==> src/rtl/interrupt_gen.sv <==
// interrupt_gen: MSI request generator for the PCIe endpoint cfg_interrupt port.
// Merges rate-limited, host-gated data-ready events with unconditional resend
// requests from hw_sw_synch, and acks resends once the core accepts the MSI.
module interrupt_gen #(
  parameter int unsigned HOLDOFF_CYCLES = 256
) (
  input  logic        trn_clk,
  input  logic        reset,
  input  logic        hw_event,
  input  logic        interrupts_enabled,
  input  logic        resend_interrupt,
  output logic        resend_interrupt_ack,
  input  logic        cfg_interrupt_msienable,
  input  logic        cfg_interrupt_rdy_n,
  output logic        cfg_interrupt_n,
  output logic        cfg_interrupt_assert_n,
  output logic [7:0]  cfg_interrupt_di,
  output logic [31:0] interrupt_count
);

  localparam logic [15:0] HoldoffLoad = 16'(HOLDOFF_CYCLES);

  typedef enum logic [1:0] {
    StIdle,
    StReq,
    StGuard
  } state_e;

  state_e      state_q, state_d;
  logic        cfg_int_n_q, cfg_int_n_d;
  logic        ack_q, ack_d;
  logic        resend_svc_q, resend_svc_d;
  logic        pending_q, pending_d;
  logic [15:0] holdoff_q, holdoff_d;
  logic [31:0] count_q;

  logic accept;
  logic launch;

  // Legacy INTx is unused and only MSI vector 0 is ever requested.
  assign cfg_interrupt_assert_n = 1'b1;
  assign cfg_interrupt_di       = 8'h00;

  assign cfg_interrupt_n      = cfg_int_n_q;
  assign resend_interrupt_ack = ack_q;
  assign interrupt_count      = count_q;

  assign accept = (state_q == StReq) && !cfg_interrupt_rdy_n;

  // Resend ignores both hold-off and the host enable; MSI enable gates everything.
  assign launch = (state_q == StIdle) && cfg_interrupt_msienable &&
                  (resend_interrupt ||
                   (pending_q && interrupts_enabled && (holdoff_q == 16'd0)));

  // Pending and hold-off next state; a new event in the accept cycle wins.
  always_comb begin
    pending_d = pending_q;
    if (hw_event) begin
      pending_d = 1'b1;
    end else if (accept) begin
      pending_d = 1'b0;
    end

    holdoff_d = holdoff_q;
    if (accept) begin
      holdoff_d = HoldoffLoad;
    end else if (holdoff_q != 16'd0) begin
      holdoff_d = holdoff_q - 16'd1;
    end
  end

  // FSM next state and registered request/ack outputs.
  always_comb begin
    state_d      = state_q;
    cfg_int_n_d  = 1'b1;
    ack_d        = 1'b0;
    resend_svc_d = resend_svc_q;
    unique case (state_q)
      StIdle: begin
        if (launch) begin
          state_d      = StReq;
          cfg_int_n_d  = 1'b0;
          resend_svc_d = resend_interrupt;
        end
      end
      StReq: begin
        // Request is never withdrawn, even if the enables drop.
        if (accept) begin
          state_d = StGuard;
          ack_d   = resend_svc_q;
        end else begin
          cfg_int_n_d = 1'b0;
        end
      end
      StGuard: begin
        // One cycle for hw_sw_synch to drop resend_interrupt after the ack.
        state_d = StIdle;
      end
      default: begin
        state_d = StIdle;
      end
    endcase
  end

  // State registers with synchronous reset.
  always_ff @(posedge trn_clk) begin
    if (reset) begin
      state_q      <= StIdle;
      cfg_int_n_q  <= 1'b1;
      ack_q        <= 1'b0;
      resend_svc_q <= 1'b0;
      pending_q    <= 1'b0;
      holdoff_q    <= 16'd0;
    end else begin
      state_q      <= state_d;
      cfg_int_n_q  <= cfg_int_n_d;
      ack_q        <= ack_d;
      resend_svc_q <= resend_svc_d;
      pending_q    <= pending_d;
      holdoff_q    <= holdoff_d;
    end
  end

  // Accepted-MSI counter; only written on acceptance, wraps naturally.
  always_ff @(posedge trn_clk) begin
    if (reset) begin
      count_q <= 32'd0;
    end else if (accept) begin
      count_q <= count_q + 32'd1;
    end
  end

endmodule

==> config.mk <==
export PLATFORM = sky130hd
export DESIGN_NAME = interrupt_gen
export DESIGN_NICKNAME = d
export VERILOG_FILES = /design/src/rtl/interrupt_gen.sv
export SDC_FILE = /design/constraint.sdc
export NUM_CORES = 1
export LEC_CHECK = 0
export BUFFER_PORTS_ARGS = -buffer_cell sky130_fd_sc_hd__buf_2
export CAP_MARGIN = 25
export CORE_MARGIN = 1
export CORE_UTILIZATION = 47
export DETAILED_ROUTE_END_ITERATION = 10
export GPL_TIMING_DRIVEN = 0
export PLACE_DENSITY = 0.72
export RECOVER_POWER = 50
export SLEW_MARGIN = 20
export SYNTH_ARGS = -nofsm -noshare
export SYNTH_HDL_FRONTEND = slang
export SYNTH_SLANG_ARGS = --single-unit
==> constraint.sdc <==
create_clock -name trn_clk -period 1.7 [get_ports trn_clk]
set_clock_uncertainty 0.15 [all_clocks]
set_input_delay 0.17 -clock trn_clk [delete_from_list [all_inputs] [get_ports trn_clk]]
set_output_delay 0.17 -clock trn_clk [all_outputs]
set_load 0.05 [all_outputs]
==> results of run 1 <==
-- flip-flops by register name, indices dropped and copies added (netlist names) --
signal	cells
resend_svc_q	1
state_q	2
pending_q	1
resend_interrupt_ack	1
holdoff_q	16
cfg_interrupt_n	1
interrupt_count	32
-- worst register-to-register path, stage by stage, from the launching register on --
cell and delay, ns:
dfxtp_4 0.38, nor4_4 0.35, nand4_1 0.22, or4_1 0.61, a21oi_2 0.14
-- per-stage QoR --
| step | setup WS [ns] | cell area, sq um | cells | TNS (ns) | utilization |
|---|---|---|---|---|---|
| 2_1_floorplan | -0.0592 | 2960 | 318 | -0.682 | - |
| 3_3_place_gp | -0.195 | 3250 | 430 | -6.21 | 0.586 |
| 3_5_place_dp | -0.252 | 3250 | 430 | -8.00 | 0.586 |
| 4_1_cts | -0.0980 | 3980 | 489 | -1.12 | 0.719 |
| 5_1_grt | -0.264 | 4260 | 499 | -4.57 | 0.769 |
| 6_report | -0.207 | 4260 | 499 | -2.72 | 0.769 |
-- routing by layer --
| metal | up-vias | routed length, microns |
|---|---|---|
| li1 | 1390 | - |
| met1 | 1451 | 3690 |
| met2 | 122 | 4480 |
| met3 | 34 | 464 |
| met4 | 0 | 284 |
| met5 | - | 0 |
-- how the worst min path moves through the flow --
| stage | startpoint | endpoint | slack, ns | depth (start not counted) |
|---|---|---|---|---|
| floorplan | hw_event | pending_q | 0.14 | 2 |
| global placement | hw_event | pending_q | 0.25 | 3 |
| detailed placement | hw_event | pending_q | 0.28 | 3 |
| CTS | reset | holdoff_q[1] | 0.02 | 3 |
| global route | reset | holdoff_q[15] | 0.03 | 3 |
| finish | reset | holdoff_q[15] | 0.04 | 3 |
-- cells by family after synthesis --
logic type	Yosys count
simple gates	142
flops	54
fa+ha+maj	3
compound gates	65
other cells	2
buf+inv	27
xor+xnor	11
mux	7
-- synth_stat cells, drive strengths merged --
cell type and n:
o21ai 12, mux2i 2, xnor2 3, and4 7, buf 15, a31oi 1
o31ai 15, mux2 5, nor3b 3, conb 2, o2111ai 2, or4 16
and3 2, dfxtp 54, nor2 24, nand2 20, o311ai 1, clkbuf 5
or3b 2, nand4 11, nand2b 1, o22ai 1, nor3 4, a21oi 30
or2 1, ha 3, inv 7, nor4 8, nor4b 2, o21bai 1
nand3 15, or2b 1, and2 2, nand3b 3, nor2b 5, o21ba 1
xor2 8, a211oi 1, and4bb 1, or3 14
-- cell type report --
cell class	count	area (sq um)	share of cell area
clock inverters	2	38.8	0.00910
plain buffers	19	143	0.0335
clock buffers	6	93.8	0.0220
well taps	72	90.1	0.0211
repair buffers	101	726	0.170
inverters	7	31.3	0.00734
multi-input cells	238	1930	0.453
flip-flops and latches	54	1210	0.284
-- layout by cell type (no fill, tap or decap), types with 3 or more instances in the layout --
master / Yosys / layout
nand4_1: 9 / 9
nor3_4: 0 / 3
clkbuf_8: 0 / 5
or3_4: 0 / 4
xor2_1: 8 / 8
o31ai_2: 0 / 3
buf_2: 1 / 34
mux2_4: 0 / 5
o31ai_1: 15 / 11
a21oi_1: 30 / 21
buf_4: 11 / 56
nand3_1: 14 / 13
dfxtp_4: 0 / 28
or4_4: 0 / 4
dfxtp_1: 54 / 8
buf_6: 0 / 13
a21oi_2: 0 / 9
and4_4: 1 / 4
o21ai_0: 12 / 9
or4_1: 16 / 12
and4_1: 6 / 3
nand4_4: 0 / 3
inv_1: 7 / 5
nand2_1: 20 / 19
conb_1: 2 / 9
nor2b_1: 5 / 5
dfxtp_2: 0 / 18
nand3b_1: 3 / 3
clkbuf_1: 5 / 9
or3_1: 14 / 10
nor4_4: 2 / 7
nor2_1: 24 / 22
-- power by group through the flow --
| stage | registers [uW] | clock network, uW | logic [uW] |
|---|---|---|---|
| 3_3_place_gp | 1730 | 0 | 1810 |
| 3_5_place_dp | 1750 | 0 | 1860 |
| 6_report | 1810 | 983 | 3630 |
| 2_1_floorplan | 1700 | 0 | 1570 |
| 5_1_grt | 1840 | 1040 | 3810 |
| 4_1_cts | 1740 | 978 | 2850 |
-- what timing repair did --
item	4_1_cts	5_1_grt
setup endpoints to repair	42	39
buffers inserted	48	11
hold buffers	2	0
gates cloned	2	0
pin swaps	23	15
hold endpoints to repair	2	0
gates resized for setup	49	51
==> summary.md, run 1 <==
| Metric | Value |
|---|---|
| Status | `finished with violations` |
| Failing checks | `setup timing` |
| WP data arrival | `2.01 ns` |
| Final Critical Period | `1.91 ns` |
| Cell Rows | `27` |
| Via/cell ratio | `6.01` |
| Top Family by Delay on Critical Path | `simple AND/OR/NAND/NOR gates` |
| TritonCTS clock tree | `done` |
| Share of layout cells above drive strength 1 | `0.541` |
| Fraction of the mapped netlist area in adder cells | `0.0138` |
| Synth top area share | `0.398` |
| Largest net degree at the start of global routing | `18` |
| Crit-path max cell delay | `0.61 ns` |
| Largest family of logic cells by synthesized area | `simple AND/OR/NAND/NOR gates` |
| Initial antenna violation count | `0` |
| Worst Setup SP | `holdoff_q[13]` |
| HPWL after detailed placement | `4.44 mm` |
| CTS Buf Count | `5` |
| Worst-case reg-to-reg path depth | `4` |
| Sequential share of power | `0.282` |
| Crit start category | `flip-flop` |
| Hold Vio Cnt, Final | `0` |
| Max Slew Vio Count | `0` |
| Max Freq | `525 MHz` |
| M1 GR Usage | `0.332` |
| Vias in the first global route | `2769` |
| Design Power | `6420 uW` |
| Setup ws final | `-0.207 ns` |
| FF-to-FF setup slack | `-0.21 ns` |
| Yosys cell types | `48` |
| GRT Max-Usage Layer | `met2` |
| ANT cells | `0` |
| Drc violations | `0` |
| Clk network pwr share | `0.153` |
| Switching power total | `2510 uW` |
| Simple-gate share of the synthesized area | `0.322` |
| Fin crit share | `1.12` |
| Max Cap Violations | `0` |
| Initial Util | `0.490` |
| Fill cells | `353` |
| Worst Path Max Fanout | `4` |
| Sink Count | `54` |
| Worst min path class | `input pin to flip-flop` |
| DR vias | `2997` |
| Cell taking the most area after synthesis | `dfxtp_1` |
| Worst skew pair latency | `0.32 ns` |
| H-tree depth | `2` |
| Clk root buf | `clkbuf_8` |
| All-layer global routing usage | `0.270` |
| Clk pin slew, worst setup/hold paths | `0.10 ns` |
| DR WL/cell | `17.9 microns` |
| DR iter-0 viols | `171` |
| Worst path bufs/invs | `0` |
| Mean Syn Cell Area | `8.73 sq um` |
| Xor/xnor cell area share of the yosys netlist | `0.0355` |
| Antenna Nets Post-Route | `0` |
| Multiplexer share of the synthesized area | `0.0281` |
| Slew margin rel. | `0.580` |
| Critical Path Stages | `4` |
| Top Ports | `50` |
| Compound-Gate Fraction of Synth Area | `0.147` |
| #FFs+latches synth | `54` |
| Initial DRT Pass Iterations | `7` |
| Pwr/cell area | `1510 nW/um^2` |
| CP Class | `flip-flop to flip-flop` |
| Die width | `78.0 microns` |
| Die H | `78.0 microns` |
| Crit-path cells | `nor4_4 -> nand4_1 -> or4_1 -> a21oi_2` |
| Area grow syn2layout | `56.9%` |
| Cells after Synth | `311` |
| Comb power frac | `0.565` |
| Synth top area cells | `dfxtp_1 (40%), a21oi_1 (5.5%), or4_1 (4.4%), o31ai_1 (4.1%), nor2_1 (3.3%)` |
| CP max stage cell | `or4_1` |
| Grt ovf | `0` |
| Routing usage on met3 | `0.0430` |
| Peak VDD IR | `0.00107 V` |
| First-pass GRT wire length | `13.1 mm` |
| IO Port Bufs | `40` |
| WHS | `0.0422 ns` |
| Internal | `3910 uW` |
| Core ar. | `5540 sq um` |
| Clk buf depth | `2` |
| CP Capture Type | `flip-flop` |
| WP data required | `1.80 ns` |
| Final wirelength | `8.91 mm` |
| Crit path to | `holdoff_q[15]` |
| Die area | `6090 sq um` |
| Sw frac | `0.391` |
| RSZ-0062 raised after global routing | `true` |
| GPL Wtd Cong | `0.831` |
| R2R Path End | `holdoff_q[15]` |
| Sequential area share after synthesis | `0.398` |
| Worst slew pin tran | `0.628 ns` |
| Synthesized area | `2720 sq um` |
| Yosys Warn Count | `0` |
| Leak | `0.00176 uW` |
| Final setup viols | `33` |
| GR Util met2 | `0.475` |
| Reg-to-Reg Start | `holdoff_q[13]` |
| NumNets Final | `436` |
Note: power is estimated with default switching activity, not from simulation.
==> run 2: changes to the inputs <==
--- a/config.mk
+++ b/config.mk
@@ -12,7 +12,6 @@
 export DETAILED_ROUTE_END_ITERATION = 10
 export GPL_TIMING_DRIVEN = 0
 export PLACE_DENSITY = 0.72
-export RECOVER_POWER = 50
 export SLEW_MARGIN = 20
 export SYNTH_ARGS = -nofsm -noshare
 export SYNTH_HDL_FRONTEND = slang
==> run 2 against run 1 <==
Compared with the run above: the run still ends with setup timing left; die area did not move; maximum frequency up 0.17%; utilization increased by 0.14 points; clock-buffer cell count stayed put; first-iteration DRC count down 8.8%; flip-flop and latch count did not move; clock power decreased by 0.4%; critical path depth did not move; cell count did not move; register-to-register slack hardly changed; sequential power barely moved; global-route usage unchanged; critical endpoint unchanged; largest power group unchanged; highest routed layer unchanged.
==> summary.md, run 2 (synthesis gave the netlist of run 1 again) <==
| Metric | Value |
|---|---|
| Final Critical Period | `1.90 ns (-0.00316 ns)` |
| Core ar. | `5540 sq um (unchanged)` |
| Reg area | `1210 sq um (unchanged)` |
| All-layer global routing usage | `0.270 (unchanged)` |
| Area grow syn2layout | `57.2%` |
| DR vias | `2973 (-0.80%)` |
| Crit-path max cell delay | `0.61 ns (about the same)` |
| NumNets Final | `436 (unchanged)` |
| WHS | `0.0460 ns (+0.00386 ns)` |
| Final wirelength | `8.91 mm (about the same)` |
| H-tree depth | `2 (unchanged)` |
| Vias in the first global route | `2769 (unchanged)` |
| RSZ-0062 raised after global routing | `true` |
| Clk root buf | `clkbuf_8` |
| Worst slew pin tran | `0.632 ns (+0.00392 ns)` |
| Clk pin slew, worst setup/hold paths | `0.10 ns (about the same)` |
| CP Class | `flip-flop to flip-flop` |
| Max Cap Violations | `0 (unchanged)` |
| Share of layout cells above drive strength 1 | `0.555 (+0.0141)` |
| Area occupied by multi-input gates | `1930 sq um (unchanged)` |
| IO Port Bufs | `40 (unchanged)` |
| First-pass GRT wire length | `13.1 mm (unchanged)` |
| Clk buf depth | `2 (unchanged)` |
| Setup ws final | `-0.203 ns (+0.00316 ns)` |
| Crit start category | `flip-flop` |
| Top Ports | `50 (unchanged)` |
| CTS Buf Count | `5 (unchanged)` |
| Fin crit share | `1.12 (-0.00186)` |
| Layout Utilization | `0.771 (+0.00135)` |
| Worst skew pair latency | `0.32 ns (about the same)` |
| Worst Path Max Fanout | `4 (unchanged)` |
| Post-route cell area | `4270 sq um (+0.18%)` |
| Die width | `78.0 microns (unchanged)` |
| Antenna Nets Post-Route | `0 (unchanged)` |
| Fill cells | `348 (-1.4%)` |
| Dpl cell area | `3250 sq um (unchanged)` |
| Drc violations | `0 (unchanged)` |
| WP data required | `1.80 ns (about the same)` |
| Failing checks | `setup timing` |
| Worst-case reg-to-reg path depth | `4 (unchanged)` |
| CP Capture Type | `flip-flop` |
| Leak | `0.00178 uW (+1.3%)` |
| DR WL/cell | `17.9 microns (about the same)` |
| Final non-filler cell total | `499 (unchanged)` |
| Max Slew Vio Count | `0 (unchanged)` |
| Largest net degree at the start of global routing | `18 (unchanged)` |
| DR iter-0 viols | `156 (-8.8%)` |
| Cell Rows | `27 (unchanged)` |
| Worst min path class | `input pin to flip-flop` |
| Initial Util | `0.490 (unchanged)` |
| Die area | `6090 sq um (unchanged)` |
| Status | `finished with violations` |
| GPL Wtd Cong | `0.831 (unchanged)` |
| ANT cells | `0 (unchanged)` |
| Pwr/cell area | `1500 nW/um^2 (-0.17%)` |
| Die H | `78.0 microns (unchanged)` |
| Grt ovf | `0 (unchanged)` |
| WP data arrival | `2.00 ns (about the same)` |
| Sink Count | `54 (unchanged)` |
| TritonCTS clock tree | `done` |
| Max Freq | `525 MHz (+0.17%)` |
| Initial DRT Pass Iterations | `6 (-1)` |
| Leading cell type in the layout, fill and taps excluded | `buf_4` |
| Hold Path Stages | `3 (unchanged)` |
| Hold Vio Cnt, Final | `0 (unchanged)` |
| Slew margin rel. | `0.578 (-0.00262)` |
| Cell count after placement | `430 (unchanged)` |
| Final setup viols | `34 (+3.0%)` |
| Initial antenna violation count | `0 (unchanged)` |
| HPWL after detailed placement | `4.44 mm (unchanged)` |
| Via/cell ratio | `5.96 (-0.80%)` |
| Crit-path cells | `nor4_4 -> nand4_1 -> or4_1 -> a21oi_2` |
| CP max stage cell | `or4_1` |
| Max reg flops | `32 (unchanged)` |
| Peak VDD IR | `0.00107 V (+0.49%)` |
| Most frequent cells in the layout | `buf_4 (56), buf_2 (40), dfxtp_4 (28)` |
run 2: changes by cell type in the layout (fill, tap and decap cells not counted), sizes merged:
cell,before,now
buf,108,114
clkbuf,16,10
run 2: power by group:
part / total [uW] / internal [uW] / switching (uW)
logic: 3630 / 1890 / 1740
clock network: 979 / 531 / 447
registers: 1810 / 1490 / 321
run 2: stage by stage:
step / TNS [ns] / worst slack [ns] / power (uW)
after detailed placement: -8.00 / -0.252 / 3600
after CTS: -1.12 / -0.0980 / 5570
after global placement: -6.21 / -0.195 / 3540
final: -2.78 / -0.203 / 6420
after floorplan: -0.682 / -0.0592 / 3270
after global routing: -4.57 / -0.264 / 6680
run 2: final timing paths:
path	endpoint	slack (ns)	start
max reg2reg	holdoff_q[15]	-0.20	holdoff_q[13]
max	holdoff_q[15]	-0.20	holdoff_q[13]
min reg2reg	resend_svc_q	0.32	resend_svc_q
min	holdoff_q[15]	0.05	reset
run 2: timing repair:
| action | in CTS | in global routing |
|---|---|---|
| hold endpoints to repair | 2 | 0 |
| endpoints found under the setup margin | 42 | 39 |
| hold buffers | 2 | 0 |
| resized for setup | 49 | 51 |
| gates cloned | 2 | 0 |
| setup buffers | 48 | 11 |
| pin swaps | 23 | 15 |
run 2: routing by layer:
layer / GRT usage / routed length [microns] / vias to the layer above
met5: 0 / 0 / -
met4: 0.0981 / 263 / 0
met3: 0.0430 / 404 / 30
met2: 0.475 / 4510 / 114
met1: 0.332 / 3730 / 1438
li1: - / - / 1391
run 2: cell type report:
| type | count | area share |
|---|---|---|
| multi-input combinational | 238 | 0.452 |
| sequential | 54 | 0.283 |
| timing repair buffer | 101 | 0.172 |
| buffer | 19 | 0.0334 |
| clock buffer | 6 | 0.0220 |
| tap | 72 | 0.0211 |
| clock inverter | 2 | 0.00908 |
| inverter | 7 | 0.00732 |
run 2: critical path: cells and delay by family, from the launching register on:
kind / cells / cell delay, ns
AOI/OAI and AO/OA: 1 / 0.14
DFF: 1 / 0.38
and+or+nand+nor: 3 / 1.17
